`config.mk`:
```
export PLATFORM = sky130hd
export DESIGN_NAME = ami
export DESIGN_NICKNAME = d
export VERILOG_FILES = /design/src/rtl/asi_pkg.sv /design/src/rtl/ami.sv
export SDC_FILE = /design/constraint.sdc
export NUM_CORES = 1
export LEC_CHECK = 0
export CAP_MARGIN = 25
export CORE_AREA = 2 2 134 136
export DETAILED_ROUTE_END_ITERATION = 7
export DIE_AREA = 0 0 136 138
export PLACE_DENSITY = 0.79
export SYNTH_ARGS = -nofsm -noshare
export SYNTH_HDL_FRONTEND = slang
export SYNTH_SLANG_ARGS = --single-unit
```
`constraint.sdc`:
```
create_clock -name aclk_i -period 2.62 [get_ports aclk_i]
set_clock_uncertainty 0.2 [all_clocks]
set_input_delay 0.524 -clock aclk_i [delete_from_list [all_inputs] [get_ports aclk_i]]
set_output_delay 0.524 -clock aclk_i [all_outputs]
set_load 0.01 [all_outputs]
```
`src/rtl/asi_pkg.sv`:
```
// Shared AXI4 widths and encodings used by the slave (asi) and master (ami) interfaces.
// Also holds the master-side FSM state type and the burst/response encodings.
package asi_pkg;

  localparam int AXI_IW     = 4;
  localparam int AXI_AW     = 32;
  localparam int AXI_LW     = 8;
  localparam int AXI_SW     = 3;
  localparam int AXI_BURSTW = 2;
  localparam int AXI_DW     = 32;
  localparam int AXI_WSTRBW = AXI_DW / 8;
  localparam int AXI_BRESPW = 2;
  localparam int AXI_RRESPW = 2;

  localparam logic [AXI_BURSTW-1:0] INCR   = 2'b01;
  localparam logic [AXI_BRESPW-1:0] OKAY   = 2'b00;
  localparam logic [AXI_BRESPW-1:0] SLVERR = 2'b10;

  typedef enum logic [2:0] {
    S_IDLE,
    S_AW,
    S_W,
    S_B,
    S_AR,
    S_R,
    S_REJ
  } TYPE_AMI;

endpackage

```
`src/rtl/ami.sv`:
```
// AXI4 master interface: turns one user command at a time into a single INCR burst,
// streaming write beats in and read beats out, with a one-cycle completion strobe.
module ami
  import asi_pkg::*;
#(
  parameter logic [AXI_IW-1:0] MST_ID = '0
) (
  input  logic                  aclk_i,
  input  logic                  areset_i,
  // user command
  input  logic                  cmd_valid_i,
  output logic                  cmd_ready_o,
  input  logic                  cmd_write_i,
  input  logic [AXI_AW-1:0]     cmd_addr_i,
  input  logic [AXI_LW-1:0]     cmd_len_i,
  input  logic [AXI_SW-1:0]     cmd_size_i,
  // user write stream
  input  logic [AXI_DW-1:0]     u_wdata_i,
  input  logic [AXI_WSTRBW-1:0] u_wstrb_i,
  input  logic                  u_wvalid_i,
  output logic                  u_wready_o,
  // user read stream
  output logic [AXI_DW-1:0]     u_rdata_o,
  output logic                  u_rlast_o,
  output logic                  u_rvalid_o,
  input  logic                  u_rready_i,
  // completion
  output logic                  done_valid_o,
  output logic                  done_write_o,
  output logic [1:0]            done_resp_o,
  output logic                  err_sticky_o,
  // AW
  output logic [AXI_IW-1:0]     awid_o,
  output logic [AXI_AW-1:0]     awaddr_o,
  output logic [AXI_LW-1:0]     awlen_o,
  output logic [AXI_SW-1:0]     awsize_o,
  output logic [AXI_BURSTW-1:0] awburst_o,
  output logic                  awlock_o,
  output logic [3:0]            awcache_o,
  output logic [2:0]            awprot_o,
  output logic [3:0]            awqos_o,
  output logic [3:0]            awregion_o,
  output logic                  awvalid_o,
  input  logic                  awready_i,
  // W
  output logic [AXI_DW-1:0]     wdata_o,
  output logic [AXI_WSTRBW-1:0] wstrb_o,
  output logic                  wlast_o,
  output logic                  wvalid_o,
  input  logic                  wready_i,
  // B
  input  logic [AXI_IW-1:0]     bid_i,
  input  logic [AXI_BRESPW-1:0] bresp_i,
  input  logic                  bvalid_i,
  output logic                  bready_o,
  // AR
  output logic [AXI_IW-1:0]     arid_o,
  output logic [AXI_AW-1:0]     araddr_o,
  output logic [AXI_LW-1:0]     arlen_o,
  output logic [AXI_SW-1:0]     arsize_o,
  output logic [AXI_BURSTW-1:0] arburst_o,
  output logic                  arlock_o,
  output logic [3:0]            arcache_o,
  output logic [2:0]            arprot_o,
  output logic [3:0]            arqos_o,
  output logic [3:0]            arregion_o,
  output logic                  arvalid_o,
  input  logic                  arready_i,
  // R
  input  logic [AXI_IW-1:0]     rid_i,
  input  logic [AXI_DW-1:0]     rdata_i,
  input  logic [AXI_RRESPW-1:0] rresp_i,
  input  logic                  rlast_i,
  input  logic                  rvalid_i,
  output logic                  rready_o
);

  localparam int MAX_SIZE = $clog2(AXI_DW / 8);
  localparam int XW       = 13 + AXI_LW;

  TYPE_AMI             state_q, state_d;
  logic [AXI_AW-1:0]   addr_q, addr_d;
  logic [AXI_LW-1:0]   len_q, len_d;
  logic [AXI_SW-1:0]   size_q, size_d;
  logic                write_q, write_d;
  logic [AXI_LW-1:0]   cnt_q, cnt_d;
  logic                rerr_q, rerr_d;
  logic                done_valid_q, done_valid_d;
  logic                done_write_q, done_write_d;
  logic [1:0]          done_resp_q, done_resp_d;
  logic                err_q, err_d;

  logic                in_w, in_r, w_hs, r_hs, last_beat, r_bad, illegal;
  logic [XW-1:0]       span_end;
  logic                unused_resp;

  // End of the burst relative to the 4 KB page; wide enough that it never wraps.
  assign span_end = XW'(cmd_addr_i[11:0]) + ((XW'(cmd_len_i) + XW'(1)) << cmd_size_i);
  assign illegal  = (cmd_size_i > AXI_SW'(MAX_SIZE)) || (span_end > XW'(4096));

  assign in_w      = (state_q == S_W);
  assign in_r      = (state_q == S_R);
  assign last_beat = (cnt_q == len_q);
  assign w_hs      = in_w & u_wvalid_i & wready_i;
  assign r_hs      = in_r & rvalid_i & u_rready_i;
  assign r_bad     = rresp_i[1] | (rid_i != MST_ID) | (rlast_i != last_beat);
  assign unused_resp = ^{bresp_i[0], rresp_i[0]};

  always_comb begin
    state_d      = state_q;
    addr_d       = addr_q;
    len_d        = len_q;
    size_d       = size_q;
    write_d      = write_q;
    cnt_d        = cnt_q;
    rerr_d       = rerr_q;
    done_valid_d = 1'b0;
    done_write_d = done_write_q;
    done_resp_d  = done_resp_q;
    err_d        = err_q;
    case (state_q)
      S_IDLE: begin
        if (cmd_valid_i) begin
          addr_d  = cmd_addr_i;
          len_d   = cmd_len_i;
          size_d  = cmd_size_i;
          write_d = cmd_write_i;
          cnt_d   = '0;
          rerr_d  = 1'b0;
          if (illegal) begin
            state_d      = S_REJ;
            done_valid_d = 1'b1;
            done_write_d = cmd_write_i;
            done_resp_d  = SLVERR;
            err_d        = 1'b1;
          end else begin
            state_d = cmd_write_i ? S_AW : S_AR;
          end
        end
      end
      S_REJ: state_d = S_IDLE;
      S_AW: if (awready_i) state_d = S_W;
      S_W: begin
        if (w_hs) begin
          if (last_beat) begin
            state_d = S_B;
            cnt_d   = '0;
          end else begin
            cnt_d = cnt_q + AXI_LW'(1);
          end
        end
      end
      S_B: begin
        if (bvalid_i) begin
          state_d      = S_IDLE;
          done_valid_d = 1'b1;
          done_write_d = 1'b1;
          done_resp_d  = (bresp_i[1] || (bid_i != MST_ID)) ? SLVERR : OKAY;
          if (done_resp_d == SLVERR) err_d = 1'b1;
        end
      end
      S_AR: if (arready_i) state_d = S_R;
      S_R: begin
        // An early RLAST ends the burst as well as a full-length one.
        if (r_hs) begin
          if (rlast_i || last_beat) begin
            state_d      = S_IDLE;
            done_valid_d = 1'b1;
            done_write_d = 1'b0;
            done_resp_d  = (rerr_q || r_bad) ? SLVERR : OKAY;
          end else begin
            cnt_d  = cnt_q + AXI_LW'(1);
            rerr_d = rerr_q | r_bad;
          end
          if (r_bad) err_d = 1'b1;
        end
      end
      default: state_d = S_IDLE;
    endcase
  end

  always_ff @(posedge aclk_i or posedge areset_i) begin
    if (areset_i) begin
      state_q      <= S_IDLE;
      addr_q       <= '0;
      len_q        <= '0;
      size_q       <= '0;
      write_q      <= 1'b0;
      cnt_q        <= '0;
      rerr_q       <= 1'b0;
      done_valid_q <= 1'b0;
      done_write_q <= 1'b0;
      done_resp_q  <= OKAY;
      err_q        <= 1'b0;
    end else begin
      state_q      <= state_d;
      addr_q       <= addr_d;
      len_q        <= len_d;
      size_q       <= size_d;
      write_q      <= write_d;
      cnt_q        <= cnt_d;
      rerr_q       <= rerr_d;
      done_valid_q <= done_valid_d;
      done_write_q <= done_write_d;
      done_resp_q  <= done_resp_d;
      err_q        <= err_d;
    end
  end

  assign cmd_ready_o  = (state_q == S_IDLE);
  assign done_valid_o = done_valid_q;
  assign done_write_o = done_write_q;
  assign done_resp_o  = done_resp_q;
  assign err_sticky_o = err_q;

  assign awid_o     = MST_ID;
  assign awaddr_o   = addr_q;
  assign awlen_o    = len_q;
  assign awsize_o   = size_q;
  assign awburst_o  = INCR;
  assign awlock_o   = 1'b0;
  assign awcache_o  = 4'b0011;
  assign awprot_o   = '0;
  assign awqos_o    = '0;
  assign awregion_o = '0;
  assign awvalid_o  = (state_q == S_AW);

  assign wdata_o    = in_w ? u_wdata_i : '0;
  assign wstrb_o    = in_w ? u_wstrb_i : '0;
  assign wlast_o    = in_w & last_beat;
  assign wvalid_o   = in_w & u_wvalid_i;
  assign u_wready_o = in_w & wready_i;

  assign bready_o   = (state_q == S_B);

  assign arid_o     = MST_ID;
  assign araddr_o   = addr_q;
  assign arlen_o    = len_q;
  assign arsize_o   = size_q;
  assign arburst_o  = INCR;
  assign arlock_o   = 1'b0;
  assign arcache_o  = 4'b0011;
  assign arprot_o   = '0;
  assign arqos_o    = '0;
  assign arregion_o = '0;
  assign arvalid_o  = (state_q == S_AR);

  assign u_rdata_o  = rdata_i;
  assign u_rlast_o  = in_r & rlast_i;
  assign u_rvalid_o = in_r & rvalid_i;
  assign rready_o   = in_r & u_rready_i;

endmodule

```
==> results of run 1 <==
layout by cell type, fill, tap and decap left out, types with 3 or more instances in the layout:
cell type,n
clkdlybuf4s50_1,184
nand2_1,160
buf_4,110
dfrtp_1,57
conb_1,45
dlygate4sd2_1,43
and2_1,41
nor2_1,34
o21ai_0,17
a21oi_1,15
inv_1,11
a21oi_2,11
xor2_1,11
ha_1,11
clkbuf_16,9
nand2b_1,7
mux2i_1,7
buf_6,7
nor3_1,6
nor2_2,6
nand3_1,6
a21o_1,5
o21ai_1,5
o21ai_2,5
and3_1,5
mux2i_2,4
o211ai_1,4
nand4_1,4
ha_4,4
nand2_2,3
nor4_1,3
inv_2,3
nor3_2,3
o21a_1,3
a31oi_1,3
nor2b_1,3
o22ai_2,3
buf_8,3
buf_2,3
final cells by class:
type | instances | area [um2]
fillers | 1664 | 9029
repair buffers | 356 | 3279
multi-input cells | 489 | 3093
flip-flops and latches | 59 | 1479
well taps | 229 | 286.5
clock buffers | 10 | 229.0
clock inverters | 5 | 78.83
inverters | 15 | 60.06
critical path, delay by kind of cell:
family	cells	cell delay [ns]
AOI/OAI and AO/OA	6	1.05
muxes	3	0.67
adders and majority gates	2	0.47
buffers and inverters	3	0.40
and+or+nand+nor	1	0.18
xor gates and xnor gates	1	0.16
repair_timing:
action | CTS | global route
setup buffers | 16 | 7
cloned | 1 | 0
pin swaps | 34 | 35
gates resized for setup | 125 | 57
setup endpoints to repair | 49 | 12
hold endpoints to repair | 0 | 0
flip-flops by register name (all words and copies together) (netlist names), 3 cells and up:
name / count
cnt_q: 8
state_q: 3
arlen_o: 8
araddr_o: 32
arsize_o: 3
logic make-up (layout without fill, tap and decap cells):
group / count (synthesis) / in the layout
AOI/OAI and AO/OA: 105 / 105
xor gates and xnor gates: 13 / 13
adders and majority gates: 17 / 17
buffers and inverters: 162 / 386
DFF: 59 / 59
muxes: 14 / 14
other: 2 / 45
and+or+nand+nor: 295 / 295
power groups by stage:
stage | clock network [W] | registers [W] | logic, W
CTS | 0.00127 | 0.00161 | 0.00433
detailed placement | 0 | 0.00162 | 0.00425
global placement | 0 | 0.00161 | 0.00419
floorplan | 0 | 0.00170 | 0.00214
finish | 0.00123 | 0.00160 | 0.00451
global route | 0.00131 | 0.00165 | 0.00489
worst paths after layout:
path	from	endpoint	slack [ns]
max	cmd_len_i[0]	done_write_o	-0.83
min	err_sticky_o	err_sticky_o	0.28
max reg2reg	arlen_o[3]	done_write_o	-0.16
min reg2reg	err_sticky_o	err_sticky_o	0.28
max in group asynchronous	areset_i	araddr_o[11]	1.49
min in group asynchronous	areset_i	arlen_o[4]	0.39
layer usage:
metal | GRT usage | wire [um]
met1 | 0.2416 | 7760
met2 | 0.3094 | 8946
met3 | 0.03630 | 883
met4 | 0.04715 | 281
met5 | 0 | 0
per-stage QoR:
| step | setup slack [ns] | hold slack [ns] | power [W] | utilization |
|---|---|---|---|---|
| floorplan | -0.8998 | 0.2627 | 0.003847 | - |
| global placement | -1.650 | 0.2646 | 0.005793 | 0.4351 |
| detailed placement | -1.736 | 0.2649 | 0.005866 | 0.4351 |
| CTS | -0.8803 | 0.2828 | 0.007207 | 0.4674 |
| global route | -0.9772 | 0.2950 | 0.007848 | 0.4851 |
| finish | -0.8325 | 0.2771 | 0.007342 | 0.4851 |
==> flow_metrics.py, run 1 <==
metrics = {
    "sta": {
        "finalSetupViolations": 7,
        "rsz0062_at_grt": "true",
        "finalCritPeriodShare": 1.318,
        "fmax_mhz": 289.6,
        "slew_viol_final": 0,
        "setup_tns_ns": -5.300,
        "finalCriticalPeriod_ns": 3.453,
        "fin_ws_ns": -0.8325,
        "finalHoldViolations": 0,
    },
    "worst_setup_path": {
        "endpoint_kind": "flip-flop",
        "worst-setup-path-type": "in -> reg",
        "critPathSlowestCell": "mux2_4",
        "crit_fanout": 6,
        "reg2regPathDepth": 10,
        "cp_data_arrival_time_ns": 3.46,
        "cp_cell_sequence": "buf_8, ha_4, buf_4, xnor2_4, mux2i_2, buf_4, a21oi_4, o32ai_2, ha_1, o21a_1, o21a_1, a21oi_2, mux2i_1, nand4_2, o31ai_4, mux2_4",
        "crit_required_ns": 2.63,
        "crit_path_start_kind": "input port",
        "max_stage_delay_ns": 0.32,
    },
    "floorplan": {
        "die_h_um": 138,
        "start_util": 0.2868,
        "die_w_um": 136,
        "core-area_um2": 17530,
        "placementRows": 49,
        "die-area_um2": 18770,
        "io_pins": 348,
    },
    "route": {
        "drtPass1Iterations": 4,
        "drt_wl_total_um": 17870,
        "wire_per_inst_um": 15.37,
        "drc_errors": 0,
        "drtIter0Drc": 327,
        "ant_nets": 0,
        "viasPerCell": 4.537,
        "vias": 5277,
    },
    "flow_run": {
        "drv_cap": 0,
    },
    "yosys": {
        "synth.distinct_cells": 52,
        "synth_top_area_share": 0.2936,
        "syn_inst": 667,
        "synth.area.top_cells": "dfrtp_1 (29%), buf_4 (18%), nand2_1 (12%)",
        "synth_edf_count": 0,
        "ys.flop_type": "dfrtp_1",
        "ys_ff_latch": 59,
        "synth_top_cells_by_count": "nand2_1 (163), buf_4 (120), dfrtp_1 (59)",
        "yosysWarnings": 0,
        "syn_avg_cell_area_um2": 7.539,
        "synth_top_family_by_area": "simple AND/OR/NAND/NOR gates",
        "synthMuxAreaShare": 0.02837,
        "synth_area_um2": 5029,
        "synth-simple-area-share": 0.2637,
        "async_flop_share": 1.000,
        "synth_compound_area_frac": 0.1359,
        "synth_fa_ha_area_frac": 0.04379,
        "ys_seq_area_frac": 0.2936,
        "synth.largest_area_cell": "dfrtp_1",
        "synth-xor-area-share": 0.02264,
        "synth.most_common_cell": "nand2_1",
    },
    "power_and_ir_drop": {
        "power.switching_w": 0.002787,
        "clkPwrFrac": 0.168,
        "powerDensity_nw_per_um2": 863.1,
        "p_int_w": 0.004554,
        "sw_frac_of_total": 0.3796,
        "leakagePower_nw": 4.052,
        "p_seq_frac": 0.218,
        "vdd_drop_max_mv": 0.4080,
        "combPwrFrac": 0.614,
    },
    "clock_tree": {
        "cts_tree": "yes",
        "cts-root-buf": "clkbuf_16",
        "htreeDepth": 3,
        "cts_sinks": 59,
        "path_clk_slew_ns": 0.05,
        "cts_buffer_depth": 2,
        "cts_hold_buf": 0,
        "insertion_delay_ns": 0.32,
        "cts_buffers": 9,
    },
    "worst_hold_path": {
        "min_path_cells": 1,
        "hold_class": "reg -> reg",
    },
    "global_routing": {
        "grt_overflow": 0,
        "grt_max_degree": 35,
        "antenna_found_initial": 0,
        "grt_use_total": 0.1843,
        "grt_pass1_vias": 5193,
        "grt_pass1_wl_um": 27430,
    },
    "placement": {
        "hpwlAfterDp_um": 13460,
        "gp_congestion": 0.9246,
        "numPortBuffers": 236,
        "place_area_um2": 7630,
        "dp_cells": 1124,
    },
    "layout": {
        "area_growth_pct": 69.15,
        "drive_gt1_frac": 0.2420,
        "nNetsFinal": 1082,
        "insertedDiodeCount": 0,
        "stdcell_count": 1163,
        "final_area_um2": 8506,
    },
    "outcome": {
        "violations": "negative setup slack",
        "status": "complete, but fails checks",
    },
}
Note: power is estimated with default switching activity, not from simulation.
==> run 2, diff against run 1 <==
==> constraint.sdc (replaced) <==
create_clock -name aclk_i -period 2.9 [get_ports aclk_i]
set_clock_uncertainty 0.2 [all_clocks]
set_input_delay 0.58 -clock aclk_i [delete_from_list [all_inputs] [get_ports aclk_i]]
set_output_delay 0.58 -clock aclk_i [all_outputs]
set_load 0.01 [all_outputs]
==> run 2 against run 1 <==
The run still ends with negative setup slack left. Via count fell by 0.34%. Routed wire length up 0.34%. Clock power decreased by 7%. Non-clock buffer count shrank 13. Register-to-register slack better by 0.10 ns. Die area is the same. Sequential power fell by 9%. Critical endpoint unchanged. Final area is 0.46% higher. Global-route usage decreased by 0.50 points.
==> flow_metrics.py, run 2 (synthesized netlist as in run 1, its figures left out) <==
metrics = {
    "sta": {
        "finalCriticalPeriod_ns": 3.568,
        "slew_viol_final": 0,
        "finalHoldViolations": 0,
        "max_slew_margin": 0.6272,
        "finalSetupViolations": 7,
        "rsz0062_at_grt": "true",
        "fin_ws_ns": -0.6675,
        "finalCritPeriodShare": 1.230,
        "setup_tns_ns": -4.022,
        "worst_slew_pin_slew_ns": 0.5592,
        "fmax_mhz": 280.3,
    },
    "outcome": {
        "violations": "negative setup slack",
        "status": "complete, but fails checks",
    },
    "worst_hold_path": {
        "hold_class": "in -> reg",
        "min_path_cells": 3,
    },
    "floorplan": {
        "die_h_um": 138,
        "start_util": 0.2868,
        "core-area_um2": 17530,
        "placementRows": 49,
        "die_w_um": 136,
        "io_pins": 348,
        "die-area_um2": 18770,
    },
    "global_routing": {
        "grt_pass1_vias": 4993,
        "grt_overflow": 0,
        "antenna_found_initial": 0,
        "grt_use_total": 0.1793,
        "grt_pass1_wl_um": 26880,
        "grt_max_degree": 40,
    },
    "power_and_ir_drop": {
        "power.total_w": 0.006595,
        "powerDensity_nw_per_um2": 771.9,
        "leakagePower_nw": 3.847,
        "vdd_drop_max_mv": 0.4476,
    },
    "clock_tree": {
        "insertion_delay_ns": 0.32,
        "cts_sinks": 59,
        "cts_tree": "yes",
        "htreeDepth": 3,
        "cts_buffers": 9,
        "cts_buffer_depth": 2,
        "path_clk_slew_ns": 0.05,
        "cts-root-buf": "clkbuf_16",
        "cts_hold_buf": 0,
    },
    "worst_setup_path": {
        "worst-setup-path-type": "in -> reg",
        "crit_required_ns": 2.90,
        "reg2reg_to": "done_write_o",
        "crit_path_start_kind": "input port",
        "reg2regPathDepth": 11,
        "cp_data_arrival_time_ns": 3.57,
        "crit_path_end": "done_write_o",
        "endpoint_kind": "flip-flop",
        "crit_fanout": 4,
        "rr_startpoint": "arlen_o[3]",
        "critPathLaunch": "cmd_size_i[0]",
        "r2r_slack_ns": -0.06,
    },
    "route": {
        "drc_errors": 0,
        "drtPass1Iterations": 5,
        "wire_per_inst_um": 15.58,
        "vias": 5259,
        "drt_wl_total_um": 17930,
        "ant_nets": 0,
        "drtIter0Drc": 345,
        "viasPerCell": 4.569,
    },
    "layout": {
        "fin_util": 0.4873,
        "drive_gt1_frac": 0.2375,
        "layout_commonest_cell": "clkdlybuf4s50_1",
        "area_growth_pct": 69.92,
        "largest_reg_flops": 32,
        "nNetsFinal": 1069,
        "nFillCells": 1630,
        "final_cell_mix": "clkdlybuf4s50_1 (225), nand2_1 (160), buf_4 (91)",
        "insertedDiodeCount": 0,
    },
    "placement": {
        "numPortBuffers": 236,
        "hpwlAfterDp_um": 13320,
        "gp_congestion": 0.9584,
    },
    "flow_run": {
        "drv_cap": 0,
    },
}
run 2: where the power goes:
group          internal, W  switching (W)
clock network     0.000775       0.000365
logic              0.00218        0.00182
registers          0.00116       0.000296
total              0.00411        0.00248
run 2: area by class of cell:
type                    instances  area (um2)  area share
multi-input cells             489        3113      0.3643
clock buffers                  12       246.5     0.02885
flip-flops and latches         59        1478      0.1729
well taps                     229       286.5     0.03353
clock inverters                 4       73.82    0.008640
repair buffers                343        3291      0.3851
inverters                      15       56.30    0.006590
run 2: what timing repair did:
item                                   4_1_cts  5_1_grt
setup buffers                               16        6
endpoints found under the hold margin        0        0
gates cloned                                 3        0
gates resized for setup                     86       64
pin swaps                                   33       37
setup endpoints to repair                    8       28
run 2: worst min path at each step:
stage	start	end	slack [ns]
after floorplan	rerr_q	rerr_q	0.26
after global placement	araddr_o[31]	araddr_o[31]	0.28
after detailed placement	err_sticky_o	err_sticky_o	0.27
after CTS	cmd_len_i[0]	arlen_o[0]	0.27
after global routing	cmd_len_i[0]	arlen_o[0]	0.29
final	cmd_len_i[0]	arlen_o[0]	0.28
run 2: per-stage QoR:
| stage | instances | setup WS (ns) | hold slack, ns | cell area (um2) |
|---|---|---|---|---|
| after global placement | 1111 | -1.430 | 0.2820 | 7545 |
| after CTS | 1146 | -0.7039 | 0.2693 | 8224 |
| final | 1151 | -0.6675 | 0.2822 | 8544 |
| after detailed placement | 1111 | -1.574 | 0.2749 | 7545 |
| after floorplan | 710 | -0.6758 | 0.2627 | 5244 |
| after global routing | 1151 | -0.7650 | 0.2878 | 8544 |
run 2: routing by layer:
metal  GRT usage  share of wire  vias up
li1            -              -     2548
met1      0.2406           0.44     2514
met2      0.2946           0.49      176
met3     0.03814          0.053       21
met4     0.04167          0.016        0
met5           0              0        -
run 2: critical path, stage by stage:
cell	delay (ns)
buf_8	0.11
bufbuf_16	0.26
o41ai_2	0.32
nand2_1	0.10
o221ai_2	0.10
o21ai_2	0.10
mux2i_1	0.19
ha_2	0.34
buf_4	0.16
o21a_1	0.10
a21oi_1	0.19
mux2i_1	0.26
nand4_2	0.18
o31ai_4	0.26
mux2_4	0.32
==> run 3, diff against run 2 <==
--- a/config.mk
+++ b/config.mk
@@ -10,6 +10,7 @@
 export DETAILED_ROUTE_END_ITERATION = 7
 export DIE_AREA = 0 0 136 138
 export PLACE_DENSITY = 0.79
+export SLEW_MARGIN = 20
 export SYNTH_ARGS = -nofsm -noshare
 export SYNTH_HDL_FRONTEND = slang
 export SYNTH_SLANG_ARGS = --single-unit
==> results of run 3 <==
Final layout, timing and power as in run 2 (identical DEF).
